==> config.mk <==
export PLATFORM = sky130hd
export DESIGN_NAME = prescaled_tick_timer
export DESIGN_NICKNAME = d
export VERILOG_FILES = /design/src/rtl/prescaled_tick_timer.sv
export SDC_FILE = /design/constraint.sdc
export NUM_CORES = 1
export LEC_CHECK = 0
export ABC_CLOCK_PERIOD_IN_PS = 2150
export BUFFER_PORTS_ARGS = -buffer_cell sky130_fd_sc_hd__buf_2
export CORE_AREA = 10 10 78 80
export CTS_BUF_LIST = sky130_fd_sc_hd__clkbuf_8
export CTS_CLUSTER_DIAMETER = 30
export CTS_CLUSTER_SIZE = 24
export DETAILED_ROUTE_END_ITERATION = 16
export DIE_AREA = 0 0 88 90
export GPL_ROUTABILITY_DRIVEN = 0
export PLACE_DENSITY = 0.77
export REMOVE_ABC_BUFFERS = 1
export SKIP_CTS_REPAIR_TIMING = 1
export SLEW_MARGIN = 25
export SYNTH_ARGS = -nofsm -noshare
export SYNTH_HDL_FRONTEND = slang
export SYNTH_SLANG_ARGS = --single-unit
==> constraint.sdc <==
create_clock -name i_aclk -period 2.15 [get_ports i_aclk]
set_input_delay 0.43 -clock i_aclk [delete_from_list [all_inputs] [get_ports i_aclk]]
set_output_delay 0.43 -clock i_aclk [all_outputs]
set_load 0.02 [all_outputs]
==> src/rtl/prescaled_tick_timer.sv <==
// prescaled_tick_timer: down-counter advanced by resynchronised rising edges of a prescaled tick clock
// Expiry is signalled by a one-cycle pulse; one-shot or auto-reload modes are supported.
module prescaled_tick_timer #(
  parameter int C_CNT_WIDTH   = 16,
  parameter int C_SYNC_STAGES = 2
) (
  input  logic                   i_aclk,
  input  logic                   i_aresetn,
  input  logic                   i_tick_clk,
  input  logic                   i_start,
  input  logic                   i_stop,
  input  logic                   i_auto_reload,
  input  logic [C_CNT_WIDTH-1:0] i_load_value,
  output logic [C_CNT_WIDTH-1:0] o_count,
  output logic                   o_running,
  output logic                   o_tick,
  output logic                   o_expired
);
  typedef enum logic {IDLE, RUN} state_t;
  localparam logic [2:0] C_ARM = 3'(C_SYNC_STAGES + 1);
  localparam logic [C_CNT_WIDTH-1:0] C_ONE = C_CNT_WIDTH'(1);
  logic [C_SYNC_STAGES-1:0] r_sync;
  logic                     r_prev;
  logic [2:0]               r_arm_cnt;
  state_t                   r_state;
  logic [C_CNT_WIDTH-1:0]   r_count;
  logic [C_CNT_WIDTH-1:0]   r_load;
  logic                     r_ar;
  logic                     r_running;
  logic                     r_tick;
  logic                     r_expired;
  logic                     w_armed;
  logic                     w_edge;
  logic                     w_load_ok;
  assign w_armed   = r_arm_cnt == C_ARM;
  assign w_edge    = r_sync[C_SYNC_STAGES-1] & ~r_prev & w_armed;
  assign w_load_ok = i_start & (i_load_value != '0);
  assign o_count   = r_count;
  assign o_running = r_running;
  assign o_tick    = r_tick;
  assign o_expired = r_expired;
  // prev keeps tracking while unarmed so a level held high through reset never looks like an edge
  always_ff @(posedge i_aclk) begin
    if (!i_aresetn) begin
      r_sync    <= '0;
      r_prev    <= 1'b0;
      r_arm_cnt <= '0;
    end else begin
      r_sync[0] <= i_tick_clk;
      for (int i = 1; i < C_SYNC_STAGES; i++) r_sync[i] <= r_sync[i-1];
      r_prev    <= r_sync[C_SYNC_STAGES-1];
      r_arm_cnt <= w_armed ? r_arm_cnt : r_arm_cnt + 3'd1;
    end
  end
  always_ff @(posedge i_aclk) begin
    if (!i_aresetn) begin
      r_state   <= IDLE;
      r_count   <= '0;
      r_load    <= '0;
      r_ar      <= 1'b0;
      r_running <= 1'b0;
      r_tick    <= 1'b0;
      r_expired <= 1'b0;
    end else begin
      r_tick    <= w_edge;
      r_expired <= 1'b0;
      if (r_state == IDLE) begin
        if (w_load_ok && !i_stop) begin
          r_count   <= i_load_value;
          r_load    <= i_load_value;
          r_ar      <= i_auto_reload;
          r_state   <= RUN;
          r_running <= 1'b1;
        end
      end else if (i_stop) begin
        r_state   <= IDLE;
        r_running <= 1'b0;
      end else if (w_load_ok) begin
        r_count <= i_load_value;
        r_load  <= i_load_value;
        r_ar    <= i_auto_reload;
      end else if (w_edge) begin
        if (r_count != C_ONE) r_count <= r_count - C_ONE;
        else begin
          r_expired <= 1'b1;
          r_count   <= r_ar ? r_load : '0;
          r_state   <= r_ar ? RUN : IDLE;
          r_running <= r_ar;
        end
      end
    end
  end
endmodule

==> summary.md, run 1 <==
| Metric | Value |
|---|---|
| Simple-Gate Fraction of Synth Area | `0.294` |
| CP Data Required Time | `2.37 ns` |
| Die area | `0.00792 mm2` |
| Area growth syn-to-layout | `37.0%` |
| Sequential area share after synthesis | `0.371` |
| Ports | `41` |
| Filler cells | `382` |
| Top cell type's share of synthesized area | `0.371` |
| Cell Rows | `25` |
| Slowest-stage cell, CP | `nor4_4` |
| CTS H-Tree Depth | `2` |
| P_leak | `1.40 nW` |
| Met2 Use GR | `0.289` |
| Final net count | `just over 400` |
| CTS tree | `yes` |
| Syn_area_per_cell | `just under 8 um2` |
| Sequential Power Share | `0.456` |
| Final Total Pwr | `just under 2 mW` |
| Worst-margin pin slew | `0.661 ns` |
| Post-Synthesis Cells | `299` |
| Syn Std Cell Area | `0.00232 mm2` |
| Main synth FF type | `dfxtp_1` |
| # Max-Cap Violations | `0` |
| Clock buffer depth | `2` |
| Core area | `0.00460 mm2` |
| Yosys cell types | `49` |
| Area fraction in compound gates after synthesis | `0.209` |
| Drt initial violations | `roughly 240` |
| Final wirelength | `7500 um` |
| Largest family of logic cells by synthesized area | `simple AND/OR/NAND/NOR gates` |
| Synth top area cells | `dfxtp_1, nand2_1, a21oi_1` |
| Dpl cells | `430` |
| Starting Density | `0.505` |
| Dpl ws | `-0.282 ns` |
| Sw frac | `0.318` |
| EDFF count, synth | `0` |
| First-pass GRT wire length | `11800 um` |
| Worst EP arrival | `2.36 ns` |
| N_diodes | `0` |
| Die W | `88 um` |
| HP Class | `primary input to flop` |
| Number of global-route vias before repair | `2471` |
| Clock skew | `0.00572 ns` |
| CP Max Fanout | `6` |
| Grt total ovfl | `0` |
| Relative slew slack | `0.559` |
| Worst hold slack | `between 0.3 and 0.4 ns` |
| CP startpoint kind | `flop` |
| Mux share of post-synthesis cell area | `0.0221` |
| Post-Layout Cell Count | `444` |
| Final Instance Area | `approximately 0.0032 mm2` |
| Largest net degree at the start of global routing | `23` |
| Worst reg2reg path startpoint | `o_count[1]` |
| Final Cycle Share | `0.996` |
| Ys Warns | `0` |
| Final hold viol count | `0` |
| Setup WS post-layout | `0.00852 ns` |
| Final core occ | `0.691` |
| Die Ht | `90 um` |
| FMAX | `467 MHz` |
| Minimum clock period | `roughly 2.1 ns` |
| Total track usage | `0.181` |
| Busiest layer in global routing | `met2` |
| Total Neg Setup Slack | `0 ns` |
| #FFs+latches synth | `43` |
| DRT Pass-1 Iters | `5` |
| Max Slew Vio Count | `0` |
| Final ANT Viol Nets | `0` |
| Ys async rst share | `0` |
| Layout cells sized above 1 | `0.354` |
| VDD IR max | `around 0.57 mV` |
| Crit Path Category | `flop to flop` |
| FF-to-FF setup slack | `0.009 ns` |
| Top cells by count, synth | `nand2_1, dfxtp_1, a21oi_1, nor2_1` |
| Initial antenna violation count | `0` |
| Switch Pwr | `~0.6 mW` |
| Crit path from | `o_count[1]` |
| WL per Instance | `16.9 um` |
| FF-to-FF End | `o_count[10]` |
| Crit-path max cell delay | `0.46 ns` |
| Via count | `2639` |
| Met1 Resource Use GR | `0.229` |
| Vias per cell | `5.94` |
| Post-Synth XOR/XNOR Area | `0.0302` |
| CTS clk-pin slew, worst paths | `0.08 ns` |
| R2R depth | `8` |
| Logic pwr share | `0.280` |
| CP Capture Point | `o_count[10]` |
| RSZ-0062 raised after global routing | `yes` |
| CTS sink cnt | `43` |
| Clk_lat worst skew | `0.30 ns` |
| GRT met3 Usage | `0.0316` |
| Adder-cell share of the synthesized area | `0.0216` |
| Crit. End Element | `flop` |
| Internal power | `around 1.3 mW` |
| CTS buffer count | `5` |
| Status | `finished, final reports clean` |
| Power Dens Cells | `608 mW/mm2` |
| Clock network power share | `0.263` |
| Drc violations | `0` |
| Port Buf Inserts | `40` |
| Synth area leader | `dfxtp_1` |
| DP Area | `0.00295 mm2` |
| Number of setup violations in the final report | `0` |
| Hpwl dp | `5480 um` |
| CP Cell Sequence | `inv_2, ha_4, or3b_4, nor4_4, buf_6, nand3_1, and4_1, o32ai_2` |
| Cell with the most instances after synthesis | `nand2_1` |
| CTS root buffer | `clkbuf_8` |
## cell usage in the layout, fill, tap and decap left out, types with 2 or more instances in the layout
cell,count
nand2_1,64
buf_4,59
dfxtp_1,41
buf_2,40
a21oi_1,21
nor2_1,20
o21ai_1,11
a31oi_1,9
o21ai_0,8
nor3_1,6
xnor2_1,6
or4_4,5
and2_1,5
nor4_1,5
and3_1,5
clkbuf_8,5
inv_1,4
mux2i_1,4
o32ai_1,4
o211ai_1,4
or4_1,3
nand4_1,3
nand3_1,3
ha_1,3
clkinv_2,3
nand2b_1,2
xor2_1,2
nor2b_1,2
o32ai_2,2
nand4b_1,2
or3_1,2
a311oi_1,2
a21o_1,2
nor3_2,2
dfxtp_2,2
buf_12,2
buf_6,2
## sequential cells by signal, summed over array words and instances, names as in the netlist
name / flops
o_expired: 1
r_sync: 2
o_running: 1
r_arm_cnt: 3
r_ar: 1
r_load: 16
r_state: 1
o_count: 16
o_tick: 1
r_prev: 1
## how the worst min path moves through the flow
stage	start	to	slack (ns)	cells after the start
finish	i_tick_clk	r_sync[0]	0.33	2
global route	i_tick_clk	r_sync[0]	0.34	2
CTS	i_tick_clk	r_sync[0]	0.32	2
detailed placement	r_sync[0]	r_sync[1]	0.43	1
global placement	r_sync[0]	r_sync[1]	0.41	1
floorplan	r_sync[0]	r_sync[1]	0.41	1
## worst max-delay path: cells and delay by family (launching register included)
kind / cells / cell delay, ns
buffers and inverters: 2 / 0.25
adder cells (fa/ha/maj): 1 / 0.13
flip-flops: 1 / 0.33
AND/OR/NAND/NOR: 4 / 1.16
AO/OA/AOI/OAI: 1 / 0.18
## final cells by class
class	instances	area, um2	area share
clock buffers	5	68.8	0.0216
clock inverters	3	15.0	0.00472
inverters	5	18.8	0.00590
multi-input cells	231	1440	0.453
flip-flops and latches	43	863	0.272
well taps	54	67.6	0.0213
repair buffers	103	706	0.222
## power groups by stage
stage	sequential, mW	combinational (mW)	clock, mW
floorplan	0.932	0.235	0
finish	0.882	0.542	0.509
global route	0.889	0.593	0.540
CTS	0.879	0.509	0.516
detailed placement	0.898	0.506	0
global placement	0.894	0.493	0
## logic make-up after synthesis
logic type	after synthesis
flops	43
mux	5
compound gates	74
simple gates	140
xor+xnor	8
fa+ha+maj	4
buf+inv	25
## routing by layer
layer  part of all wire  vias up
met5                  0        -
met4              0.032        0
met3              0.084       18
met2               0.48      137
met1               0.41     1233
li1                   -     1251
Note: power is estimated with default switching activity, not from simulation.
==> run 2, diff against run 1 <==
--- a/config.mk
+++ b/config.mk
@@ -15,7 +15,6 @@
 export DIE_AREA = 0 0 88 90
 export GPL_ROUTABILITY_DRIVEN = 0
 export PLACE_DENSITY = 0.77
-export REMOVE_ABC_BUFFERS = 1
 export SKIP_CTS_REPAIR_TIMING = 1
 export SLEW_MARGIN = 25
 export SYNTH_ARGS = -nofsm -noshare
==> run 2 against run 1 <==
Compared with the run above:
- clock-buffer cell count increased by 2
- die area unchanged
- design area decreased by 0.94%
- setup slack improved by 0.025 ns
- power increased by 2.9%
- combinational power decreased by 1%
- critical path type is now primary input to flop
- critical path depth decreased by 1
- fmax increased by 1.2%
- via count decreased by 0.34%
- clock skew about the same
- clock power increased by 13%
- first-iteration DRC count increased by 35%
- critical endpoint is now o_count[7]
==> summary.md, run 2 (synthesized netlist as in run 1, its figures left out) <==
| Metric | Value |
|---|---|
| Setup WS post-layout | `0.0338 ns (+0.0253 ns)` |
| RSZ-0062 raised after global routing | `yes` |
| Number of global-route vias before repair | `2321 (-6.1%)` |
| Die area | `0.00792 mm2 (unchanged)` |
| Crit-path max cell delay | `0.56 ns (+0.10 ns)` |
| CP Data Required Time | `2.33 ns (-0.04 ns)` |
| Clock skew | `0.00585 ns (+0.000136 ns)` |
| Crit. End Element | `flop` |
| DRT Pass-1 Iters | `5 (unchanged)` |
| First-pass GRT wire length | `11300 um (-3.9%)` |
| Slowest-stage cell, CP | `or4_4` |
| Total track usage | `0.171 (-0.00987)` |
| CTS sink cnt | `43 (unchanged)` |
| P_leak | `1.40 nW (+0.55%)` |
| Ports | `41 (unchanged)` |
| Max Slew Vio Count | `0 (unchanged)` |
| Drt initial violations | `323 (+35%)` |
| Final core occ | `0.685 (-0.00653)` |
| Area growth syn-to-layout | `35.7%` |
| Vias per cell | `5.92 (-0.34%)` |
| VDD IR max | `0.510 mV (-11%)` |
| Drc violations | `0 (unchanged)` |
| Final Cycle Share | `0.984 (-0.0118)` |
| Starting Density | `0.505 (unchanged)` |
| Layout cells sized above 1 | `0.336 (-0.0179)` |
| Total Neg Setup Slack | `0 ns (unchanged)` |
| Core area | `0.00460 mm2 (unchanged)` |
| Final hold viol count | `0 (unchanged)` |
| Most frequent cells in the layout | `nand2_1, buf_4, buf_2, dfxtp_1, a21oi_1` |
| CTS tree | `yes` |
| Final Total Pwr | `1.99 mW (+2.9%)` |
| Status | `finished, final reports clean` |
| Commonest non-fill, non-tap cell in the layout | `nand2_1` |
| Clock buffer depth | `2 (unchanged)` |
| Final net count | `415 (unchanged)` |
| Filler cells | `375 (-1.8%)` |
| Largest net degree at the start of global routing | `22 (-4.3%)` |
| R2R depth | `7 (-1)` |
| Final wirelength | `7220 um (-3.8%)` |
| Final Instance Area | `0.00315 mm2 (-0.94%)` |
| Worst EP arrival | `2.30 ns (-0.06 ns)` |
| Minimum clock period | `2.12 ns (-0.0253 ns)` |
| Hpwl dp | `5300 um (-3.2%)` |
| Crit Path Category | `primary input to flop` |
| CTS buffer count | `5 (unchanged)` |
| Number of setup violations in the final report | `0 (unchanged)` |
| Grt total ovfl | `0 (unchanged)` |
| Power Dens Cells | `632 mW/mm2 (+3.9%)` |
| Syn Nets | `approximately 330` |
| Worst Hold Depth | `2 (unchanged)` |
| Via count | `2630 (-0.34%)` |
| HP Class | `primary input to flop` |
| WL per Instance | `16.3 um (-3.8%)` |
| Die Ht | `90 um (unchanged)` |
| Dpl ws | `-0.350 ns (-0.0675 ns)` |
| Clk_lat worst skew | `0.30 ns (about the same)` |
| CTS root buffer | `clkbuf_8` |
| CTS H-Tree Depth | `2 (unchanged)` |
| Die W | `88 um (unchanged)` |
| CP Cell Sequence | `buf_2, or4_4, o41ai_4, buf_4, nand2_2, a311oi_1, o32ai_1` |
| Cell Rows | `25 (unchanged)` |
| Relative slew slack | `0.597 (+0.0379)` |
| CP Max Fanout | `9 (+3)` |
| FF-to-FF setup slack | `0.06 ns (+0.05 ns)` |
| DP Area | `0.00296 mm2 (+0.30%)` |
| CTS clk-pin slew, worst paths | `0.08 ns (about the same)` |
| CP startpoint kind | `primary input` |
| Port Buf Inserts | `40 (unchanged)` |
| FMAX | `473 MHz (+1.2%)` |
| Worst-margin pin slew | `0.604 ns (-0.0569 ns)` |
| # Max-Cap Violations | `0 (unchanged)` |
| Initial antenna violation count | `0 (unchanged)` |
| Final ANT Viol Nets | `0 (unchanged)` |
| N_diodes | `0 (unchanged)` |
run 2: stage by stage:
stage,instances,hold WS (ns)
after floorplan,299,0.412
after global placement,430,0.421
after detailed placement,430,0.438
after CTS,438,0.347
after global routing,444,0.339
final,444,0.350
run 2: path summary, 6_finish.rpt:
path                endpoint       startpoint
setup / recovery  o_count[7]  i_load_value[2]
hold / removal     r_sync[0]       i_tick_clk
setup reg to reg   o_running      o_count[10]
hold reg to reg    r_sync[1]        r_sync[0]
run 2: cell type report:
class,instances,area [um2],area share
clock inverters,1,3.75,0.00119
clock buffers,7,96.3,0.0306
multi-input cells,231,1400,0.443
inverters,5,18.8,0.00596
well taps,54,67.6,0.0215
repair buffers,103,702,0.223
flip-flops and latches,43,865,0.275
run 2: metal layers:
metal	global-route usage	vias to the layer above	part of all wire
met4	0.0532	0	0.014
li1	-	1252	-
met5	0	-	0
met3	0.0343	15	0.076
met1	0.235	1247	0.44
met2	0.259	116	0.47
run 2: report_power, final:
| part | switching, mW | leakage, nW | internal, mW | total (mW) |
|---|---|---|---|---|
| Clock | 0.286 | 0.0557 | 0.289 | 0.575 |
| Combinational | 0.286 | 0.993 | 0.248 | 0.534 |
| Sequential | 0.0337 | 0.354 | 0.848 | 0.881 |
| Total | 0.605 | 1.40 | 1.38 | 1.99 |
run 2: critical path: cells and delay by family:
kind            cells  cell delay [ns]
compound gates      3             0.88
buf+inv             2             0.30
simple gates        2             0.69
==> run 3, diff against run 2 <==
--- a/config.mk
+++ b/config.mk
@@ -5,16 +5,17 @@
 export SDC_FILE = /design/constraint.sdc
 export NUM_CORES = 1
 export LEC_CHECK = 0
-export ABC_CLOCK_PERIOD_IN_PS = 2150
+export ABC_CLOCK_PERIOD_IN_PS = 2100
 export BUFFER_PORTS_ARGS = -buffer_cell sky130_fd_sc_hd__buf_2
-export CORE_AREA = 10 10 78 80
+export CORE_AREA = 10 10 76 78
 export CTS_BUF_LIST = sky130_fd_sc_hd__clkbuf_8
 export CTS_CLUSTER_DIAMETER = 30
 export CTS_CLUSTER_SIZE = 24
 export DETAILED_ROUTE_END_ITERATION = 16
-export DIE_AREA = 0 0 88 90
+export DIE_AREA = 0 0 86 88
 export GPL_ROUTABILITY_DRIVEN = 0
-export PLACE_DENSITY = 0.77
+export MAX_ROUTING_LAYER = met4
+export PLACE_DENSITY = 0.78
 export SKIP_CTS_REPAIR_TIMING = 1
 export SLEW_MARGIN = 25
 export SYNTH_ARGS = -nofsm -noshare
==> constraint.sdc (replaced) <==
create_clock -name i_aclk -period 2.1 [get_ports i_aclk]
set_input_delay 0.42 -clock i_aclk [delete_from_list [all_inputs] [get_ports i_aclk]]
set_output_delay 0.42 -clock i_aclk [all_outputs]
set_load 0.02 [all_outputs]
==> run 3 against run 2 <==
Compared with the run above:
- the flow now finishes with violations (negative setup slack)
- first-iteration DRC count increased by 44%
- combinational power is 9.7% higher
- setup slack lost 0.11 ns
- sequential power grew 2.4%
- routed wire length rose by 7.1%
- global-route usage up 1.3 points
- die area decreased by 4.4%
- sequential share of layout area shrank 0.98 points
- design area grew 3.9%
==> summary.md, run 3 (synthesized netlist as in run 1, its figures left out) <==
| Metric | Value |
|---|---|
| Clock buffer depth | `2 (unchanged)` |
| Final ANT Viol Nets | `0 (unchanged)` |
| CTS buffer count | `5 (unchanged)` |
| CTS clk-pin slew, worst paths | `0.07 ns (about the same)` |
| Setup WS post-layout | `-0.0728 ns (-0.107 ns)` |
| CTS sink cnt | `43 (unchanged)` |
| Minimum clock period | `2.17 ns` |
| Vias per cell | `6.08 (+2.6%)` |
| Failing checks | `negative setup slack` |
| RSZ-0062 raised after global routing | `yes` |
| HP Class | `primary input to flop` |
| Final hold viol count | `0 (unchanged)` |
| Total track usage | `0.184 (+0.0125)` |
| Clk_lat worst skew | `0.29 ns (about the same)` |
| Drt initial violations | `465 (+44%)` |
| Dpl ws | `-0.344 ns (+0.00551 ns)` |
| Dpl cells | `430 (unchanged)` |
| # Max-Cap Violations | `0 (unchanged)` |
| Core area | `0.00429 mm2 (-6.6%)` |
| FMAX | `460 MHz` |
| Final net count | `422 (+1.7%)` |
| Most frequent cells in the layout | `nand2_1, buf_4, dfxtp_1` |
| Syn Nets | `325 (unchanged)` |
| Relative slew slack | `0.543 (-0.0536)` |
| CTS tree | `yes` |
| Port Buf Inserts | `40 (unchanged)` |
| Final Cycle Share | `1.03` |
| Cell Rows | `24 (-4.0%)` |
| Number of setup violations in the final report | `5 (+5)` |
| Power Dens Cells | `601 mW/mm2 (-4.9%)` |
| Final Total Pwr | `1.96 mW (-1.3%)` |
| Largest net degree at the start of global routing | `24 (+9.1%)` |
| Ports | `41 (unchanged)` |
| Final wirelength | `7730 um (+7.1%)` |
| Die Ht | `88 um (-2.2%)` |
| P_leak | `1.43 nW (+2.2%)` |
| First-pass GRT wire length | `11200 um (-1.2%)` |
| Clock skew | `0.00684 ns (+0.000983 ns)` |
| Commonest non-fill, non-tap cell in the layout | `nand2_1` |
| Max Slew Vio Count | `0 (unchanged)` |
| CP Data Required Time | `2.28 ns (-0.05 ns)` |
| VDD IR max | `0.630 mV (+23%)` |
| CTS root buffer | `clkbuf_8` |
| Post-Layout Cell Count | `447 (+0.68%)` |
| Initial antenna violation count | `0 (unchanged)` |
| CP startpoint kind | `primary input` |
| CP Max Fanout | `8 (-1)` |
| WL per Instance | `17.3 um (+6.3%)` |
| Status | `complete, but fails checks` |
| Area growth syn-to-layout | `40.9%` |
| Slowest-stage cell, CP | `or4_4` |
| Drc violations | `0 (unchanged)` |
| DRT Pass-1 Iters | `6 (+1)` |
| Crit Path Category | `primary input to flop` |
| Layout cells sized above 1 | `0.367 (+0.0312)` |
| Grt total ovfl | `0 (unchanged)` |
| Worst-margin pin slew | `0.684 ns (+0.0803 ns)` |
| Hpwl dp | `5240 um (-1.1%)` |
| Crit-path max cell delay | `0.55 ns (about the same)` |
| Crit. End Element | `flop` |
| Filler cells | `281 (-25%)` |
| N_diodes | `0 (unchanged)` |
| Via count | `2717 (+3.3%)` |
| CTS H-Tree Depth | `2 (unchanged)` |
| Worst EP arrival | `2.35 ns (+0.05 ns)` |
| Die area | `0.00757 mm2 (-4.4%)` |
| Number of global-route vias before repair | `2346 (+1.1%)` |
| Die W | `86 um (-2.3%)` |
| Starting Density | `0.541 (+0.0357)` |
| Worst hold slack | `0.360 ns (+0.0102 ns)` |
| CP Cell Sequence | `buf_6, or4_4, o41ai_4, and2_4, buf_4, nor2_1, o32ai_1` |
-- run 3: through the flow --
step,utilization,area (um2),TNS [ns]
floorplan,-,2360,-1.95
global placement,0.693,2970,-6.89
detailed placement,0.693,2970,-7.74
CTS,0.709,3050,-1.70
global route,0.762,3270,-0.848
finish,0.762,3270,-0.223
-- run 3: where the power goes --
group	internal (mW)	total (mW)	switching (mW)
logic	0.271	0.586	0.315
registers	0.868	0.902	0.0342
clock network	0.217	0.476	0.259
-- run 3: final timing paths --
path                            cells after the start  slack, ns         end       startpoint
worst max-delay path                                7      -0.07  o_count[7]  i_load_value[7]
worst min-delay path                                2       0.36   r_sync[0]       i_tick_clk
worst max register to register                      6      -0.04  o_count[1]      o_count[10]
worst min register to register                      1       0.45   r_sync[1]        r_sync[0]
-- run 3: area by class of cell --
type | count | area (um2) | share of cell area
Tap cell | 52 | 65.1 | 0.0199
Clock buffer | 5 | 68.8 | 0.0210
Multi-Input combinational cell | 233 | 1470 | 0.448
Sequential cell | 43 | 866 | 0.265
Inverter | 5 | 18.8 | 0.00574
Clock inverter | 1 | 3.75 | 0.00115
Timing Repair Buffer | 108 | 783 | 0.239
-- run 3: critical path: cells and delay by family --
kind,cells,cell delay (ns)
AO/OA/AOI/OAI,2,0.80
buffers and inverters,2,0.26
AND/OR/NAND/NOR,3,0.86
-- run 3: metal layers --
metal,up-vias,share of wire,global-route usage
li1,1269,-,-
met1,1250,0.41,0.226
met2,155,0.48,0.296
met3,43,0.072,0.0297
met4,0,0.033,0.0674
met5,-,0,-
